==> config.mk <==
export PLATFORM = sky130hd
export DESIGN_NAME = bus_test_driver_flat
export DESIGN_NICKNAME = d
export VERILOG_FILES = /design/src/rtl/bus_test_driver_if.sv /design/src/rtl/bus_test_driver.sv /design/src/flat_wrapper.sv
export SDC_FILE = /design/constraint.sdc
export NUM_CORES = 1
export LEC_CHECK = 0
export CAP_MARGIN = 10
export CORE_MARGIN = 1.5
export CORE_UTILIZATION = 40
export CTS_BUF_LIST = sky130_fd_sc_hd__clkbuf_8
export DETAILED_ROUTE_END_ITERATION = 6
export MAX_ROUTING_LAYER = met4
export PLACE_DENSITY_LB_ADDON = 0.08
export SYNTH_ARGS = -nofsm -noshare
export SYNTH_HDL_FRONTEND = slang
export SYNTH_SLANG_ARGS = --single-unit
==> constraint.sdc <==
create_clock -name clk -period 3.3 [get_ports clk]
set_input_delay 0.66 -clock clk [delete_from_list [all_inputs] [get_ports clk]]
set_output_delay 0.66 -clock clk [all_outputs]
set_load 0.01 [all_outputs]
==> src/rtl/bus_test_driver_if.sv <==
// bus_test_driver_if: shared datapath bus connection between the pattern driver and the
// top-level tri-state/bus resolution logic.
interface bus_test_driver_if #(
    parameter int DATA_W = 16
);
    logic [DATA_W-1:0] bus_out;
    logic              bus_oe;
    logic [DATA_W-1:0] bus_in;

    modport master (output bus_out, output bus_oe, input bus_in);
    modport slave  (input bus_out, input bus_oe, output bus_in);
endinterface

==> src/rtl/bus_test_driver.sv <==
// bus_test_driver: single-step pattern generator and bus capture FIFO for LED readout.
// Optional loopback checker enabled by defining BUS_TEST_LOOPBACK_CHECK_EN.
module bus_test_driver #(
    parameter int                DATA_W = 16,
    parameter int                DEPTH  = 8,
    parameter logic [DATA_W-1:0] SEED   = 16'h5500,
    parameter logic [DATA_W-1:0] TAPS   = 16'hB400
) (
    input  logic                       clk,
    input  logic                       reset,
    input  logic                       step,
    input  logic                       drive_en,
    input  logic [1:0]                 mode,
    input  logic                       load,
    input  logic [DATA_W-1:0]          load_val,
    bus_test_driver_if.master          bus,
    input  logic                       cap_en,
    input  logic                       rd_en,
    output logic [DATA_W-1:0]          rd_data,
    output logic                       empty,
    output logic                       full,
    output logic [$clog2(DEPTH):0]     count,
    output logic                       overflow,
    input  logic                       clr_ovf,
    output logic [7:0]                 err_count
);
    localparam int AW = $clog2(DEPTH);
    localparam int CW = AW + 1;

    logic [DATA_W-1:0] pat, adv, pat_nxt;
    logic [DATA_W-1:0] mem [DEPTH];
    logic [AW-1:0]     wr_ptr, rd_ptr;
    logic              push_req, push, pop, drop;

    assign bus.bus_out = pat;
    assign bus.bus_oe  = drive_en & reset;
    assign empty       = count == '0;
    assign full        = count == CW'(DEPTH);
    assign rd_data     = empty ? '0 : mem[rd_ptr];
    assign pop         = rd_en & ~empty;
    assign push_req    = step & cap_en & ~drive_en;
    // A full FIFO still accepts a push when the head is popped in the same cycle.
    assign push        = push_req & (~full | pop);
    assign drop        = push_req & full & ~pop;

    always_comb begin
        adv     = mode == 2'b00 ? pat :
                  mode == 2'b01 ? pat + 1'b1 :
                  mode == 2'b10 ? {pat[DATA_W-2:0], pat[DATA_W-1]} :
                  pat == '0     ? SEED : (pat >> 1) ^ (pat[0] ? TAPS : '0);
        pat_nxt = load ? load_val : drive_en ? adv : pat;
    end

    always_ff @(posedge clk or negedge reset)
        if (!reset) begin
            pat      <= SEED;
            wr_ptr   <= '0;
            rd_ptr   <= '0;
            count    <= '0;
            overflow <= 1'b0;
        end else begin
            if (step) pat <= pat_nxt;
            if (push) wr_ptr <= wr_ptr + 1'b1;
            if (pop) rd_ptr <= rd_ptr + 1'b1;
            count    <= count + CW'(push) - CW'(pop);
            overflow <= drop | (overflow & ~clr_ovf);
        end

    always_ff @(posedge clk)
        if (push) mem[wr_ptr] <= bus.bus_in;

`ifdef BUS_TEST_LOOPBACK_CHECK_EN
    // Compares against the pattern currently on the bus, before this step's update.
    always_ff @(posedge clk or negedge reset)
        if (!reset) err_count <= 8'h00;
        else if (step && drive_en && cap_en && bus.bus_in != pat && err_count != 8'hFF)
            err_count <= err_count + 8'h01;
`else
    assign err_count = 8'h00;
`endif
endmodule
==> src/flat_wrapper.sv <==
// flat-port wrapper written by rule: the top's interface ports become plain ports
module bus_test_driver_flat 
#(
    parameter int                DATA_W = 16,
    parameter int                DEPTH  = 8,
    parameter logic [DATA_W-1:0] SEED   = 16'h5500,
    parameter logic [DATA_W-1:0] TAPS   = 16'hB400
)
  (clk, reset, step, drive_en, mode, load, load_val, cap_en, rd_en, rd_data, empty, full, count, overflow, clr_ovf, err_count, bus_bus_out, bus_bus_oe, bus_bus_in);
  bus_test_driver_if #(.DATA_W(DATA_W)) bus_i ();
  input  logic clk;
  input  logic reset;
  input  logic step;
  input  logic drive_en;
  input  logic [1:0] mode;
  input  logic load;
  input  logic [DATA_W-1:0] load_val;
  input  logic cap_en;
  input  logic rd_en;
  output logic [DATA_W-1:0] rd_data;
  output logic empty;
  output logic full;
  output logic [$clog2(DEPTH):0] count;
  output logic overflow;
  input  logic clr_ovf;
  output logic [7:0] err_count;
  output wire logic [$bits(bus_i.bus_out)-1:0] bus_bus_out;
  output wire logic [$bits(bus_i.bus_oe)-1:0] bus_bus_oe;
  input wire logic [$bits(bus_i.bus_in)-1:0] bus_bus_in;
  assign bus_bus_out = bus_i.bus_out;
  assign bus_bus_oe = bus_i.bus_oe;
  assign bus_i.bus_in = bus_bus_in;
  bus_test_driver #(.DATA_W(DATA_W), .DEPTH(DEPTH), .SEED(SEED), .TAPS(TAPS)) u_core (.clk(clk), .reset(reset), .step(step), .drive_en(drive_en), .mode(mode), .load(load), .load_val(load_val), .bus(bus_i), .cap_en(cap_en), .rd_en(rd_en), .rd_data(rd_data), .empty(empty), .full(full), .count(count), .overflow(overflow), .clr_ovf(clr_ovf), .err_count(err_count));
endmodule
==> results.py, run 1 <==
metrics = {
    "timing": {
        "finalSetupViolations": 0,
        "finalHoldViolations": 0,
        "period_share_pct": 92.62,
        "fin_crit_ns": 3.056,
        "rsz0062_at_grt": "false",
        "fin_setup_tns_ns": 0,
        "fmaxAchievable_ghz": 0.3272,
        "slew_viol_final": 0,
        "fin_skew_ns": 0.01535,
        "setup_ws_ns": 0.2435,
    },
    "cells_and_area": {
        "drive_above_1_share_pct": 18.51,
        "n_antenna_cell": 0,
        "final_cell_area_mm2": 0.008648,
        "syn_to_final_growth_pct": 22.18,
        "final_nets": 618,
    },
    "yosys": {
        "synth_area_per_cell_um2": 14.96,
        "synth_cell_types": 62,
        "synthArstFlopShare_pct": 17.42,
        "synth_commonest_cells": "edfxtp_1 (128), nor2_1 (39), mux4_2 (32)",
        "synth-edff-count": 128,
        "netlist_instances": 473,
        "synthFlopType": "edfxtp_1",
        "synth_area_leaders": "edfxtp_1 (54%), mux4_2 (10%), dfrtp_1 (8.1%)",
        "ys_seq_elements": 155,
        "syn_area_mm2": 0.007078,
        "netlist.area_leader.share_pct": 54.30,
        "ys_warn_count": 0,
        "yosysSeqAreaShare_pct": 63.92,
        "yosysMostFrequentCell": "edfxtp_1",
        "synth_top_area_cell": "edfxtp_1",
    },
    "global_route": {
        "grt_max_degree": 35,
        "antenna_found_initial": 0,
        "overflow": 0,
        "grt_pass1_vias": 4453,
        "grt_usage_pct": 19.16,
        "grt_pass1_wl_mm": 25.29,
    },
    "floorplan": {
        "initial_utilization_pct": 40.92,
        "die-area_mm2": 0.01850,
        "io_pins": 90,
        "die_h_um": 136.0,
        "core_mm2": 0.01730,
        "die-width_um": 136.0,
        "row_count": 48,
    },
    "placement": {
        "finalWeightedCongestion": 0.8640,
        "dpl_cell_area_mm2": 0.008190,
        "pre_cts_ws_ns": 0.4873,
        "dp_hpwl_mm": 10.23,
        "io_buffers": 81,
    },
    "cts": {
        "tritoncts": "built",
        "ctsHoldBuffers": 0,
        "cts.sinks": 155,
        "h-tree-depth": 4,
        "insertion_delay_ns": 0.45,
        "clk_pin_slew_worst_paths_ns": 0.08,
        "cts_root_buf": "clkbuf_8",
        "clk_path_buf_depth": 2,
        "cts_inserted_buffers": 17,
    },
    "detailed_routing": {
        "routed_wl_mm": 15.97,
        "via_count": 4379,
        "drtIter0Drc": 306,
        "drc_errors": 0,
        "post_drt_wl_per_cell_um": 19.89,
        "vias_per_cell": 5.453,
        "first_pass_iters": 6,
        "ant_nets": 0,
    },
    "power": {
        "power_density_mw_per_mm2": 716.2,
        "peakVddDrop_uv": 466.1,
        "p_leak_nw": 3.057,
    },
    "setup_path": {
        "cp.required_ns": 2.64,
        "path_class": "flop to output port",
        "slowest_stage": "mux4_2",
        "startpoint_type": "flop",
        "r2r_start": "u_core.count[2]",
        "crit_fanout": 9,
        "cp_data_arrival_time_ns": 2.40,
        "cp_slowest_stage_delay_ns": 0.54,
        "crit_start": "u_core.rd_ptr[0]",
        "end_kind": "output port",
        "path_cells": "buf_4 -> mux4_2 -> mux2i_1 -> nor2_1 -> clkdlybuf4s50_1",
    },
    "hold_path": {
        "worst_hold_startpoint": "u_core.wr_ptr[0]",
        "hold_path.class": "flop to flop",
    },
    "flow_run": {
        "drv_cap": 0,
    },
    "outcome": {
        "status": "finished, final reports clean",
    },
}
where the power goes:
part	internal [W]	switching (W)
registers	0.00230	0.000188
clock network	0.000848	0.000704
logic	0.00118	0.000970
cells by family (layout without fill, tap and decap cells):
family | Yosys count | after routing | share of synthesized area, %
other cells | 1 | 8 | 0.05298
fa+ha+maj | 11 | 11 | 2.051
xor+xnor | 13 | 13 | 1.715
compound gates | 82 | 82 | 8.309
simple gates | 99 | 99 | 7.053
buf+inv | 62 | 160 | 4.136
mux | 50 | 50 | 12.76
flops | 155 | 155 | 63.92
critical path, delay by kind of cell (launching register included):
kind / cells / cell delay (ns)
buffers and inverters: 2 / 0.73
DFF: 1 / 0.46
muxes: 2 / 0.68
and+or+nand+nor: 1 / 0.09
worst paths after layout:
check | end | slack (ns) | cells after the start
worst max-delay path | rd_data[8] | 0.24 | 5
worst min-delay path | u_core.wr_ptr[0] | 0.52 | 1
worst max register to register | u_core.count[2] | 0.95 | 10
worst min register to register | u_core.wr_ptr[0] | 0.52 | 1
max in group asynchronous | u_core.rd_ptr[0] | 2.29 | 2
min in group asynchronous | u_core.bus.bus_out[1] | 0.67 | 2
layout make-up:
class	count	area [µm²]
well taps	225	281.5
multi-input cells	263	2297
clock buffers	18	247.7
inverters	20	75.07
flip-flops and latches	155	4528
fillers	1494	8648
clock inverters	14	192.7
repair buffers	108	1026
through the flow:
step | utilization [%] | hold WS [ns] | std cells | total power (W)
after floorplan | - | 0.3644 | 480 | 0.003807
after global placement | 47.35 | 0.5036 | 769 | 0.004661
after detailed placement | 47.35 | 0.5032 | 769 | 0.004680
after CTS | 49.91 | 0.5191 | 801 | 0.006252
after global routing | 50.00 | 0.5494 | 803 | 0.006538
final | 50.00 | 0.5164 | 803 | 0.006194
repair_timing:
item / in CTS / in global routing
pin swaps: 0 / 0
resized for setup: 1 / 0
buffers inserted: 0 / 2
endpoints found under the setup margin: 2 / 2
state kept, by name (all words and copies together), names as in the netlist:
register	count
u_core.bus.bus_out	16
u_core.count	4
u_core.rd_ptr	3
u_core.overflow	1
u_core.wr_ptr	3
u_core.mem	128
layout by cell type (no fill, tap or decap), types with 3 or more instances in the layout:
| cell type | count |
|---|---|
| dfrtp_1 | 22 |
| o21a_1 | 3 |
| conb_1 | 8 |
| ha_1 | 10 |
| a221o_1 | 3 |
| nand2_1 | 15 |
| a21oi_1 | 8 |
| edfxtp_1 | 128 |
| nor4_1 | 3 |
| xnor2_1 | 5 |
| xor2_1 | 7 |
| and3_1 | 4 |
| nand2b_1 | 7 |
| nor2_1 | 39 |
| o21ai_0 | 13 |
| and4_4 | 3 |
| a211oi_1 | 6 |
| mux2i_1 | 16 |
| a221oi_1 | 5 |
| nand4_1 | 3 |
| clkbuf_8 | 18 |
| clkdlybuf4s50_1 | 81 |
| and2_1 | 4 |
| a31oi_1 | 7 |
| inv_1 | 22 |
| o31ai_1 | 5 |
| buf_4 | 26 |
| clkinvlp_4 | 3 |
| nand3_1 | 6 |
| bufinv_16 | 4 |
| dfstp_2 | 4 |
| o211ai_1 | 5 |
| nor3_1 | 3 |
| mux4_2 | 32 |
| a211o_1 | 3 |
| o22ai_1 | 4 |
per-layer routing:
layer  up-vias  part of all wire, %  track usage (%)
met5         -                    0                -
met1      2254                   44            24.71
li1       1999                    -                -
met3        12                  4.3            4.101
met2       114                   51            30.84
met4         0                 0.93            5.260
Note: power is estimated with default switching activity, not from simulation.
==> run 2: changes to the inputs <==
--- a/config.mk
+++ b/config.mk
@@ -12,6 +12,7 @@
 export DETAILED_ROUTE_END_ITERATION = 6
 export MAX_ROUTING_LAYER = met4
 export PLACE_DENSITY_LB_ADDON = 0.08
+export SLEW_MARGIN = 20
 export SYNTH_ARGS = -nofsm -noshare
 export SYNTH_HDL_FRONTEND = slang
 export SYNTH_SLANG_ARGS = --single-unit
==> results of run 2 <==
The final DEF is identical to that of run 1; final timing and power are the same.
==> variant 1: new RTL, settings of run 2 <==
`DATA_W` is set to 16 in 3 places; all go to 20.
--- a/src/rtl/bus_test_driver_if.sv
+++ b/src/rtl/bus_test_driver_if.sv
@@ -1,7 +1,7 @@
 // bus_test_driver_if: shared datapath bus connection between the pattern driver and the
 // top-level tri-state/bus resolution logic.
 interface bus_test_driver_if #(
-    parameter int DATA_W = 16
+    parameter int DATA_W = 20
 );
     logic [DATA_W-1:0] bus_out;
     logic              bus_oe;
--- a/src/rtl/bus_test_driver.sv
+++ b/src/rtl/bus_test_driver.sv
@@ -1,7 +1,7 @@
 // bus_test_driver: single-step pattern generator and bus capture FIFO for LED readout.
 // Optional loopback checker enabled by defining BUS_TEST_LOOPBACK_CHECK_EN.
 module bus_test_driver #(
-    parameter int                DATA_W = 16,
+    parameter int                DATA_W = 20,
     parameter int                DEPTH  = 8,
     parameter logic [DATA_W-1:0] SEED   = 16'h5500,
     parameter logic [DATA_W-1:0] TAPS   = 16'hB400
--- a/src/flat_wrapper.sv
+++ b/src/flat_wrapper.sv
@@ -1,7 +1,7 @@
 // flat-port wrapper written by rule: the top's interface ports become plain ports
 module bus_test_driver_flat 
 #(
-    parameter int                DATA_W = 16,
+    parameter int                DATA_W = 20,
     parameter int                DEPTH  = 8,
     parameter logic [DATA_W-1:0] SEED   = 16'h5500,
     parameter logic [DATA_W-1:0] TAPS   = 16'hB400
Ports: changed (resized bus_bus_in, bus_bus_out, load_val and rd_data); port bits go from 90 to 106. The function was not compared with the original's and may differ.
==> variant 1 against run 2 <==
- critical path depth is the same
- setup slack worse by 0.070 ns
- sequential power increased by 22%
- wire length increased by 25%
- cell area up 22%
- synthesized area rose by 23%
- total power increased by 17%
- sequential cell count rose by 36
- register-to-register slack got worse by 0.21 ns
- critical path type unchanged
- critical endpoint is now rd_data[6]
==> variant 1: results (changes against run 2) <==
[metrics] Post-Synth XOR/XNOR Area: 1.809% (+0.095 points)
[metrics] ranking of synthesized cells by area: edfxtp_1, mux4_2, dfrtp_1, mux2i_1, nor2_1
[metrics] max FFs per register: 160 (+25%)
[metrics] post-place setup slack: 0.3051 ns (-0.1822 ns)
[metrics] clock transition at the registers of the reported paths: 0.11 ns (+0.03 ns)
[metrics] Clock buffers and inverters, area share: 3.902% (-1.2 points)
[metrics] count of inverters other than clock inverters in the layout: 16 (-20%)
[metrics] fraction of area in multi-input gates: 27.17% (+0.61 points)
[metrics] Via Count: 5380 (+23%)
[metrics] share of cells above drive strength 1: 17.90% (-0.61 points)
[metrics] IO Port Bufs: 97 (+20%)
[metrics] routed wirelength normalized by instance count: 20.34 µm (+2.3%)
[metrics] final estimated routing congestion in global placement: 0.9311 (+7.8%)
[metrics] arrival time at the worst endpoint: 2.47 ns (+0.07 ns)
[metrics] mean instance size in the synthesized netlist: 14.89 µm² (-0.46%)
[metrics] status: finished clean
[metrics] commonest cells in the synthesized netlist: edfxtp_1, nor2_1, mux4_2, dfrtp_1, nand2_1
[metrics] multi-input logic cell count: 335 (+27%)
[metrics] portion of the post-synthesis area used by sequential elements: 64.10% (+0.18 points)
[metrics] Non-Clock Buffer Count: 130 (+20%)
[metrics] met3 layer usage reported by global route: 3.576% (-0.53 points)
[metrics] maximum net fanout on the critical path: 20 (+11)
[metrics] Met1 Wirelength: 8.880 mm (+26%)
[metrics] post-CTS repair timing setup buffer count: 1 (+1)
[metrics] count of TritonRoute iterations in the first routing pass: 4 (-2)
[metrics] routed length on met2: 9.605 mm (+18%)
[metrics] number of synthesized flops with an enable pin: 160 (+25%)
[metrics] Static Leak: 3.623 nW (+18%)
[metrics] TritonCTS Sinks: 191 (+23%)
[metrics] dominant delay contributor by cell family on the critical path: multiplexers
[metrics] synthesized-area fraction occupied by ao, oa, aoi and oai cells: 7.812% (-0.50 points)
[metrics] mux share of post-synthesis cell area: 13.01% (+0.25 points)
[metrics] fillcell total: 1852 (+24%)
[metrics] area share of buffers outside the clock network: 11.94% (+0.080 points)
[metrics] post-detailed-routing wire length: 19.91 mm (+25%)
[metrics] total cell area at the placement stage: 10100 µm² (+23%)
[metrics] first-pass GRT wire length: 30.88 mm (+22%)
[metrics] Post-DP HPWL: 13.02 mm (+27%)
[metrics] Post-Place Cells: 946 (+23%)
[metrics] storage element area: 5589 µm² (+23%)
[metrics] count of different cell masters after synthesis: 63 (+1.6%)
[metrics] total track usage: 19.02% (-0.14 points)
==> variant 1: cell count changes after synthesis, sizes merged, moves of 5 or more <==
cell,change
edfxtp,+32
mux2i,+5
nand3,+7
o21ai,+5
o22ai,+7
nor3,+9
nand2,+11
buf,+11
mux4,+8
a21oi,+10
==> variant 1: worst paths after layout <==
path | from | endpoint | slack (ns) | cells after the start
min | u_core.wr_ptr[2] | u_core.wr_ptr[2] | 0.51 | 1
min in group asynchronous | reset | u_core.bus.bus_out[9] | 0.71 | 2
max | u_core.rd_ptr[0] | rd_data[6] | 0.17 | 5
min reg2reg | u_core.wr_ptr[2] | u_core.wr_ptr[2] | 0.51 | 1
max reg2reg | u_core.count[2] | u_core.count[3] | 0.74 | 11
max in group asynchronous | reset | u_core.bus.bus_out[14] | 2.23 | 2
==> variant 1: report_power, final <==
| group | internal [mW] | switching [mW] | total, mW |
|---|---|---|---|
| Sequential | 2.82 | 0.216 | 3.03 |
| Clock | 0.590 | 0.947 | 1.54 |
| Combinational | 1.44 | 1.25 | 2.69 |
==> variant 2: new RTL, config.mk and constraints of run 2 <==
Without the edit above. Add an input register stage for `mode`, without a reset; this delays it by one clock. The other inputs are not delayed to match.
--- a/src/rtl/bus_test_driver.sv
+++ b/src/rtl/bus_test_driver.sv
@@ -27,6 +27,12 @@
     localparam int AW = $clog2(DEPTH);
     localparam int CW = AW + 1;
 
+    logic [1:0] mode_q;
+
+    always_ff @(posedge clk) begin
+        mode_q <= mode;
+    end
+
     logic [DATA_W-1:0] pat, adv, pat_nxt;
     logic [DATA_W-1:0] mem [DEPTH];
     logic [AW-1:0]     wr_ptr, rd_ptr;
@@ -44,9 +50,9 @@
     assign drop        = push_req & full & ~pop;
 
     always_comb begin
-        adv     = mode == 2'b00 ? pat :
-                  mode == 2'b01 ? pat + 1'b1 :
-                  mode == 2'b10 ? {pat[DATA_W-2:0], pat[DATA_W-1]} :
+        adv     = mode_q == 2'b00 ? pat :
+                  mode_q == 2'b01 ? pat + 1'b1 :
+                  mode_q == 2'b10 ? {pat[DATA_W-2:0], pat[DATA_W-1]} :
                   pat == '0     ? SEED : (pat >> 1) ^ (pat[0] ? TAPS : '0);
         pat_nxt = load ? load_val : drive_en ? adv : pat;
     end
Behaviour: not the same (Yosys sat finds a counterexample within 4 cycles, from zero or initial values and one cycle with reset low).
==> variant 2 against run 2 <==
- synthesized area grew 0.57%
- cell area is essentially flat
- wire length rose by 5.4%
- total power decreased by 0.32%
- setup slack worse by 0.063 ns
- register-to-register slack gained 0.12 ns
- sequential cell count is 2 higher
- global-route usage increased by 0.45 points
==> variant 2: results (changes against run 2) <==
[metrics] status: finished clean
[metrics] first-pass GRT wire length: 25.83 mm (+2.2%)
[metrics] ranking of synthesized cells by area: edfxtp_1, mux4_2, dfrtp_1, mux2i_1, nor2_1
[metrics] share of cells above drive strength 1: 17.68% (-0.83 points)
[metrics] Fin Clk Skew: 0.01445 ns (-0.0009003 ns)
[metrics] mux share of post-synthesis cell area: 12.69% (-0.072 points)
[metrics] met1 Track Usage GR: 26.31% (+1.6 points)
[metrics] Post-Synth Adder-Cell Area: 2.039% (-0.012 points)
[metrics] post-CTS repair timing setup buffer count: 0 (unchanged)
[metrics] total track usage: 19.61% (+0.45 points)
[metrics] post-detailed-routing wire length: 16.83 mm (+5.4%)
[metrics] end of the worst register-to-register path: u_core.count[3]
[metrics] maximum net fanout on the critical path: 15 (+6)
[metrics] clock latency reported for the late side of the worst-skew pair: 0.44 ns
[metrics] ys async rst share: 17.20% (-0.22 points)
[metrics] global routing met2 resource utilization: 30.30% (-0.53 points)
[metrics] worst voltage drop across the vdd grid: 413.8 µV (-11%)
[metrics] portion of the post-synthesis area used by sequential elements: 64.12% (+0.20 points)
[metrics] Post-Synth XOR/XNOR Area: 1.705% (-0.0096 points)
[metrics] final estimated routing congestion in global placement: 0.8164 (-5.5%)
[metrics] Static Leak: 3.052 nW (-0.17%)
[metrics] number of DRC markers after the initial detailed-route iteration: 350 (+14%)
[metrics] PostCTS Resize Cnt: 0 (-1)
[metrics] via count of the first global-routing pass: 4421 (-0.72%)
[metrics] worst setup path endpoint: rd_data[10]
[metrics] R2R setup slack: 1.07 ns (+0.12 ns)
[metrics] Post-DP HPWL: 10.88 mm (+6.3%)
[metrics] count of different cell masters after synthesis: 63 (+1.6%)
[metrics] arrival time at the worst endpoint: 2.46 ns (+0.06 ns)
variant 2: changes by cell type in the layout (fill, tap and decap cells not counted), sizes merged:
cell	run 2	this run
clkinv	2	6
inv	25	24
buf	27	23
clkinvlp	3	2
bufinv	4	3
dfxtp	0	2
variant 2: logic make-up (layout without fill, tap and decap cells):
family / Yosys count / in the layout
flops: 157 / 157
simple gates: 99 / 99
compound gates: 82 / 82
buf+inv: 62 / 157
mux: 50 / 50
xor+xnor: 13 / 13
fa+ha+maj: 11 / 11
other cells: 1 / 8
variant 2: area by class of cell:
class	instances	area, µm²	area share (%)
clock buffer	17	234.0	2.706
timing repair buffer	105	1021	11.81
multi-input combinational	263	2297	26.57
tap	225	281.5	3.256
sequential	157	4566	52.81
clock inverter	15	171.4	1.983
inverter	20	75.07	0.8683
variant 2: worst min path at each step:
| stage | startpoint | to | slack (ns) | depth (start not counted) |
|---|---|---|---|---|
| 3_3_place_gp | u_core.overflow | u_core.overflow | 0.52 | 2 |
| 6_report | u_core.wr_ptr[0] | u_core.wr_ptr[0] | 0.53 | 1 |
| 2_1_floorplan | reset | u_core.bus.bus_out[0] | 0.36 | 0 |
| 4_1_cts | u_core.wr_ptr[0] | u_core.wr_ptr[0] | 0.53 | 1 |
| 5_1_grt | u_core.wr_ptr[0] | u_core.wr_ptr[0] | 0.57 | 1 |
| 3_5_place_dp | u_core.wr_ptr[0] | u_core.wr_ptr[0] | 0.52 | 1 |
variant 2: layer usage:
layer  share of wire (%)  up-vias  wire length [µm]
met3                 3.7       12               617
met1                  47     2222              7872
met4                 1.1        0               177
met5                   0        -                 0
met2                  49      115              8166
li1                    -     2009                 -
variant 2: worst max-delay path, stage by stage (launching register included):
cell and delay, ns:
dfrtp_2 0.53, clkbuf_16 0.27, mux4_2 0.53, mux2i_1 0.14
nor2_1 0.05, clkdlybuf4s50_1 0.49
variant 2: power by group:
part	switching, mW	leakage, nW	internal [mW]	total (mW)
clock network	0.716	0.202	0.748	1.46
registers	0.213	1.48	2.32	2.54
logic	0.989	1.37	1.19	2.18
variant 2: stage by stage:
step / hold WS [ns] / std cells / setup slack (ns) / total power [mW] / instance area (µm²)
final: 0.5306 / 802 / 0.1804 / 6.174 / 8646
after global routing: 0.5661 / 802 / 0.03276 / 6.528 / 8646
after CTS: 0.5342 / 801 / 0.1011 / 6.206 / 8621
after detailed placement: 0.5236 / 769 / 0.5529 / 4.732 / 8215
after global placement: 0.5187 / 769 / 0.5828 / 4.715 / 8215
after floorplan: 0.3644 / 482 / 0.2835 / 3.833 / 7144
